File: src/rtl/rx_block_lock.sv
// 64b/66b block-lock controller: hunts for sync-header alignment by slipping the Rx gearbox,
// then holds lock until too many bad headers land in one header window.
//
// state        | meaning
// -------------+---------------------------------------------------------------
// ST_HUNT      | searching; counting consecutive good headers toward lock
// ST_LOCKED    | block lock held; counting bad headers per window
// ST_SLIP_WAIT | slip issued; ignoring headers while the gearbox realigns
module rx_block_lock #(
   parameter int SH_CNT_MAX       = 64,
   parameter int SH_INVALID_MAX   = 16,
   parameter int SLIP_WAIT_BLOCKS = 4
) (
   input  logic        i_rxc,
   input  logic        i_reset_n,
   input  logic        i_init_done,
   input  logic [1:0]  i_rx_header,
   input  logic        i_rx_data_valid,
   input  logic        i_rx_header_valid,
   output logic        o_slip,
   output logic        o_block_lock,
   output logic        o_rx_header_valid,
   output logic [15:0] o_slip_count
);

   localparam int SW_W = (SLIP_WAIT_BLOCKS > 1) ? $clog2(SLIP_WAIT_BLOCKS) : 1;
   localparam logic [6:0]      CNT_LAST  = 7'(SH_CNT_MAX - 1);
   localparam logic [4:0]      INV_LIMIT = 5'(SH_INVALID_MAX);
   localparam logic [SW_W-1:0] SW_LOAD   = SW_W'(SLIP_WAIT_BLOCKS - 1);

   typedef enum logic [1:0] {
      ST_HUNT      = 2'd0,
      ST_LOCKED    = 2'd1,
      ST_SLIP_WAIT = 2'd2
   } state_t;

   state_t          state, state_nxt;
   logic [6:0]      sh_cnt, sh_cnt_nxt;
   logic [4:0]      sh_inv, sh_inv_nxt, sh_inv_sum;
   logic [SW_W-1:0] sw_cnt, sw_cnt_nxt;
   logic            slip_nxt;
   logic            slip_q;
   logic            lock_q;
   logic [15:0]     slip_cnt_q;
   logic            ev;
   logic            sh_ok;

   assign ev         = i_rx_data_valid & i_rx_header_valid;
   assign sh_ok      = i_rx_header[1] ^ i_rx_header[0];
   assign sh_inv_sum = sh_inv + {4'd0, ~sh_ok};

   always_ff @(posedge i_rxc or negedge i_reset_n) begin
      if (!i_reset_n) begin
         state      <= ST_HUNT;
         sh_cnt     <= '0;
         sh_inv     <= '0;
         sw_cnt     <= '0;
         slip_q     <= 1'b0;
         lock_q     <= 1'b0;
         slip_cnt_q <= '0;
      end else begin
         state  <= state_nxt;
         sh_cnt <= sh_cnt_nxt;
         sh_inv <= sh_inv_nxt;
         sw_cnt <= sw_cnt_nxt;
         slip_q <= slip_nxt;
         lock_q <= (state_nxt == ST_LOCKED);
         if (slip_nxt && (slip_cnt_q != 16'hFFFF)) begin
            slip_cnt_q <= slip_cnt_q + 16'd1;
         end
      end
   end

   always_comb begin
      state_nxt  = state;
      sh_cnt_nxt = sh_cnt;
      sh_inv_nxt = sh_inv;
      sw_cnt_nxt = sw_cnt;
      slip_nxt   = 1'b0;

      if (!i_init_done) begin
         state_nxt  = ST_HUNT;
         sh_cnt_nxt = '0;
         sh_inv_nxt = '0;
         sw_cnt_nxt = '0;
      end else if (ev) begin
         unique case (state)
            ST_HUNT: begin
               if (!sh_ok) begin
                  state_nxt  = ST_SLIP_WAIT;
                  slip_nxt   = 1'b1;
                  sh_cnt_nxt = '0;
                  sh_inv_nxt = '0;
                  sw_cnt_nxt = SW_LOAD;
               end else if (sh_cnt == CNT_LAST) begin
                  state_nxt  = ST_LOCKED;
                  sh_cnt_nxt = '0;
                  sh_inv_nxt = '0;
               end else begin
                  sh_cnt_nxt = sh_cnt + 7'd1;
               end
            end
            ST_LOCKED: begin
               // Loss of lock is checked before the window-end clear.
               if (sh_inv_sum == INV_LIMIT) begin
                  state_nxt  = ST_SLIP_WAIT;
                  slip_nxt   = 1'b1;
                  sh_cnt_nxt = '0;
                  sh_inv_nxt = '0;
                  sw_cnt_nxt = SW_LOAD;
               end else if (sh_cnt == CNT_LAST) begin
                  sh_cnt_nxt = '0;
                  sh_inv_nxt = '0;
               end else begin
                  sh_cnt_nxt = sh_cnt + 7'd1;
                  sh_inv_nxt = sh_inv_sum;
               end
            end
            ST_SLIP_WAIT: begin
               if (sw_cnt == '0) begin
                  state_nxt  = ST_HUNT;
                  sh_cnt_nxt = '0;
                  sh_inv_nxt = '0;
               end else begin
                  sw_cnt_nxt = sw_cnt - SW_W'(1);
               end
            end
            default: begin
               state_nxt  = ST_HUNT;
               sh_cnt_nxt = '0;
               sh_inv_nxt = '0;
               sw_cnt_nxt = '0;
            end
         endcase
      end
   end

   assign o_slip            = slip_q;
   assign o_block_lock      = lock_q;
   assign o_slip_count      = slip_cnt_q;
   assign o_rx_header_valid = i_rx_header_valid & i_rx_data_valid & lock_q;

endmodule

File: config.mk
export PLATFORM = sky130hd
export DESIGN_NAME = rx_block_lock
export DESIGN_NICKNAME = d
export VERILOG_FILES = /design/src/rtl/rx_block_lock.sv
export SDC_FILE = /design/constraint.sdc
export NUM_CORES = 1
export LEC_CHECK = 0
export CORE_UTILIZATION = 51
export CTS_BUF_LIST = sky130_fd_sc_hd__clkbuf_4
export DETAILED_ROUTE_END_ITERATION = 16
export PLACE_DENSITY = 0.81
export SLEW_MARGIN = 20
export SYNTH_ARGS = -nofsm -noshare
export SYNTH_HDL_FRONTEND = slang
export SYNTH_SLANG_ARGS = --single-unit
export TNS_END_PERCENT = 1
File: constraint.sdc
create_clock -name i_rxc -period 2.4 [get_ports i_rxc]
set_input_delay 0.72 -clock i_rxc [delete_from_list [all_inputs] [get_ports i_rxc]]
set_output_delay 0.72 -clock i_rxc [all_outputs]
set_load 0.03 [all_outputs]
==> flow_summary.yaml <==
status:
  status: "finished with violations"
  violations: "negative setup slack"
timing:
  timing.setup.tns_ns: -1.81
  slew_headroom: 0.700
  finClkSkew_ns: 0.0105
  fmax_mhz: 391
  period_needed_ns: 2.56
  hold_viol_final: 0
  rsz0062_at_grt: "true"
  worst_pin_slew_ns: 0.446
  fin_crit_sh: 1.07
  worst_slack_ns: -0.161
  finalSetupViolations: 16
  drv_slew: 0
  hold_ws_ns: 0.485
critical_path:
  cp_common_cell: "ha_4"
  regToRegSetupSlack_ns: 0.06
  critical_path.startpoint_type: "primary input"
  cpPeakStageDelay_ns: 0.48
  r2r-end: "o_slip_count[15]"
  required_ns: 2.63
  startpoint: "i_rx_header[0]"
  worstPathArrival_ns: 2.79
  crit_path_top_delay_cell: "or4b_4"
  cp_cell_sequence: "buf_2, xnor2_4, ha_4, ha_4, or4b_4, a2bb2oi_2, o21ai_4, buf_4, and2b_2, nand4_1, mux2_2"
  crit_type: "in -> reg"
  r2r-start: "sh_inv[0]"
  path_max_fanout: 7
  worstSetupEndpointType: "flip-flop"
  endpoint: "o_slip_count[15]"
  reg2regPathDepth: 9
synthesis:
  synthTopCellsByArea: "dfrtp_1, nand2_1, xnor2_1"
  yosysSeqAreaShare: 0.448
  ys_ff_latch: 34
  synth_top_area_frac: 0.448
  synth_edf_count: 0
  synth_nets: 210
  synth_area_mm2: 0.00190
  ys_warn_count: 0
  yosysTopAreaCell: "dfrtp_1"
  synth_cells: 198
  syn_area_per_cell_um2: 9.59
  synth-main-ff-cell: "dfrtp_1"
  synth_common_cells: "dfrtp_1, nand2_1, nor2_1"
  ys_types: 51
  synthArstFlopShare: 1.00
  synth_most_common_cell: "dfrtp_1"
die:
  start_util: 0.551
  die_w_um: 63.0
  fp.dieH_um: 63.0
  pin_count: 26
  core_mm2: 0.00344
  row_count: 21
  die_area_mm2: 0.00397
global_routing:
  grtUsageTotal: 0.253
  grt-ovfl-total: 0
  grt_pass1_wl_um: 7760
  grt_max_degree: 35
  grt_pass1_vias: 1692
  antenna_found_initial: 0
layout:
  diodes: 0
  multi_input_area_mm2: 0.00109
  fill_cells: 237
  ff_latch_area_um2: 851
  fin_area_mm2: 0.00258
  area_growth_pct: 35.9
  nNetsFinal: 270
  drive_above_1_share: 0.275
cts:
  htree_levels: 2
  cts_buffer_depth: 2
  cts_root_buffer: "clkbuf_4"
  cts.sinks: 34
  cts_buffers: 5
  cts_tree: "done"
  cts.clk_slew.worst_paths_ns: 0.10
  clock_latency_ns: 0.34
detailed_routing:
  antenna_left: 0
  vias_per_cell: 5.63
  wl_um: 4290
  vias: 1713
  detail_route.first_pass.iterations: 4
  drt_iter0_drc: 115
  drcViolationCount: 0
  wire_per_inst_um: 14.1
power_and_ir_drop:
  vdd_drop_max_mv: 0.450
  powerDensity_mw_per_mm2: 495
  p_leak_nw: 1.11
  total_power_mw: 1.28
placed_design:
  dpl.hpwl_um: 3080
  place_area_mm2: 0.00245
  io_buffers: 25
  gp_congestion: 0.797
min_path:
  worstHoldStart: "o_slip_count[12]"
  worstHoldPathCells: 1
  hp-class: "reg -> reg"
run:
  maxCapViolations: 0
[what timing repair did]
item | CTS | global route
endpoints found under the setup margin | 31 | 23
cloned | 1 | 0
resized for setup | 11 | 7
buffers inserted | 2 | 0
pin swaps | 3 | 6
hold buffers | 0 | 0
[stage by stage]
step | setup WS (ns) | cells | utilization
floorplan | -0.374 | 198 | -
global placement | -0.897 | 294 | 0.712
detailed placement | -0.931 | 294 | 0.712
CTS | -0.149 | 304 | 0.740
global route | -0.230 | 304 | 0.750
finish | -0.161 | 304 | 0.750
[kinds of logic (layout without fill, tap and decap cells)]
group	after synthesis	count (layout)	share of synthesized area
and+or+nand+nor	95	95	0.265
buffers and inverters	11	71	0.0297
adders and majority gates	5	5	0.0330
DFF	34	34	0.448
AOI/OAI and AO/OA	36	36	0.137
muxes	4	4	0.0231
xor gates and xnor gates	13	13	0.0639
[flip-flops by register name, indices dropped and copies added (netlist names)]
name,count
o_slip_count,16
o_block_lock,1
state,2
sw_cnt,2
sh_inv,5
o_slip,1
sh_cnt,7
[critical path: cells and delay by family]
kind	cells	cell delay (ns)
xor+xnor	1	0.15
compound gates	2	0.23
buf+inv	2	0.30
mux	1	0.30
fa+ha+maj	2	0.32
simple gates	3	0.77
[cell type report]
cell class / count / share of cell area
clock inverter: 2 / 0.00388
tap: 46 / 0.0223
multi-input combinational: 153 / 0.421
inverter: 8 / 0.0116
timing repair buffer: 56 / 0.196
sequential: 34 / 0.330
clock buffer: 5 / 0.0145
[cell usage in the layout (no fill, tap or decap), types with 3 or more instances in the layout]
master / instances
inv_1: 8
ha_1: 3
nor3_1: 6
a22o_1: 3
buf_4: 29
xnor2_1: 9
nand4_1: 6
o21ai_0: 10
clkdlybuf4s50_1: 22
nor2_1: 13
nor4_1: 3
nand3_1: 12
mux2_2: 3
clkbuf_4: 5
a21oi_1: 3
dfrtp_1: 34
and3_1: 4
nand2_1: 30
a31oi_1: 4
[metal layers]
layer	part of all wire	GRT usage	up-vias
met5	0	0	-
met4	0.014	0.0843	0
met3	0.042	0.0602	7
met2	0.49	0.414	41
met1	0.46	0.326	835
li1	-	-	830
[power by group]
group | total, mW | internal [mW] | leakage (nW) | switching [mW]
sequential | 0.657 | 0.606 | 0.468 | 0.0504
combinational | 0.325 | 0.152 | 0.615 | 0.174
clock | 0.296 | 0.105 | 0.0308 | 0.191
total | 1.28 | 0.863 | 1.11 | 0.415
[worst min-delay path by stage]
stage | endpoint | slack, ns
floorplan | o_block_lock | 0.42
global placement | o_slip_count[12] | 0.48
detailed placement | o_slip_count[12] | 0.49
CTS | o_slip_count[12] | 0.50
finish | o_slip_count[12] | 0.49
global route | o_slip_count[12] | 0.52
Power figures use the tool's default switching activity.
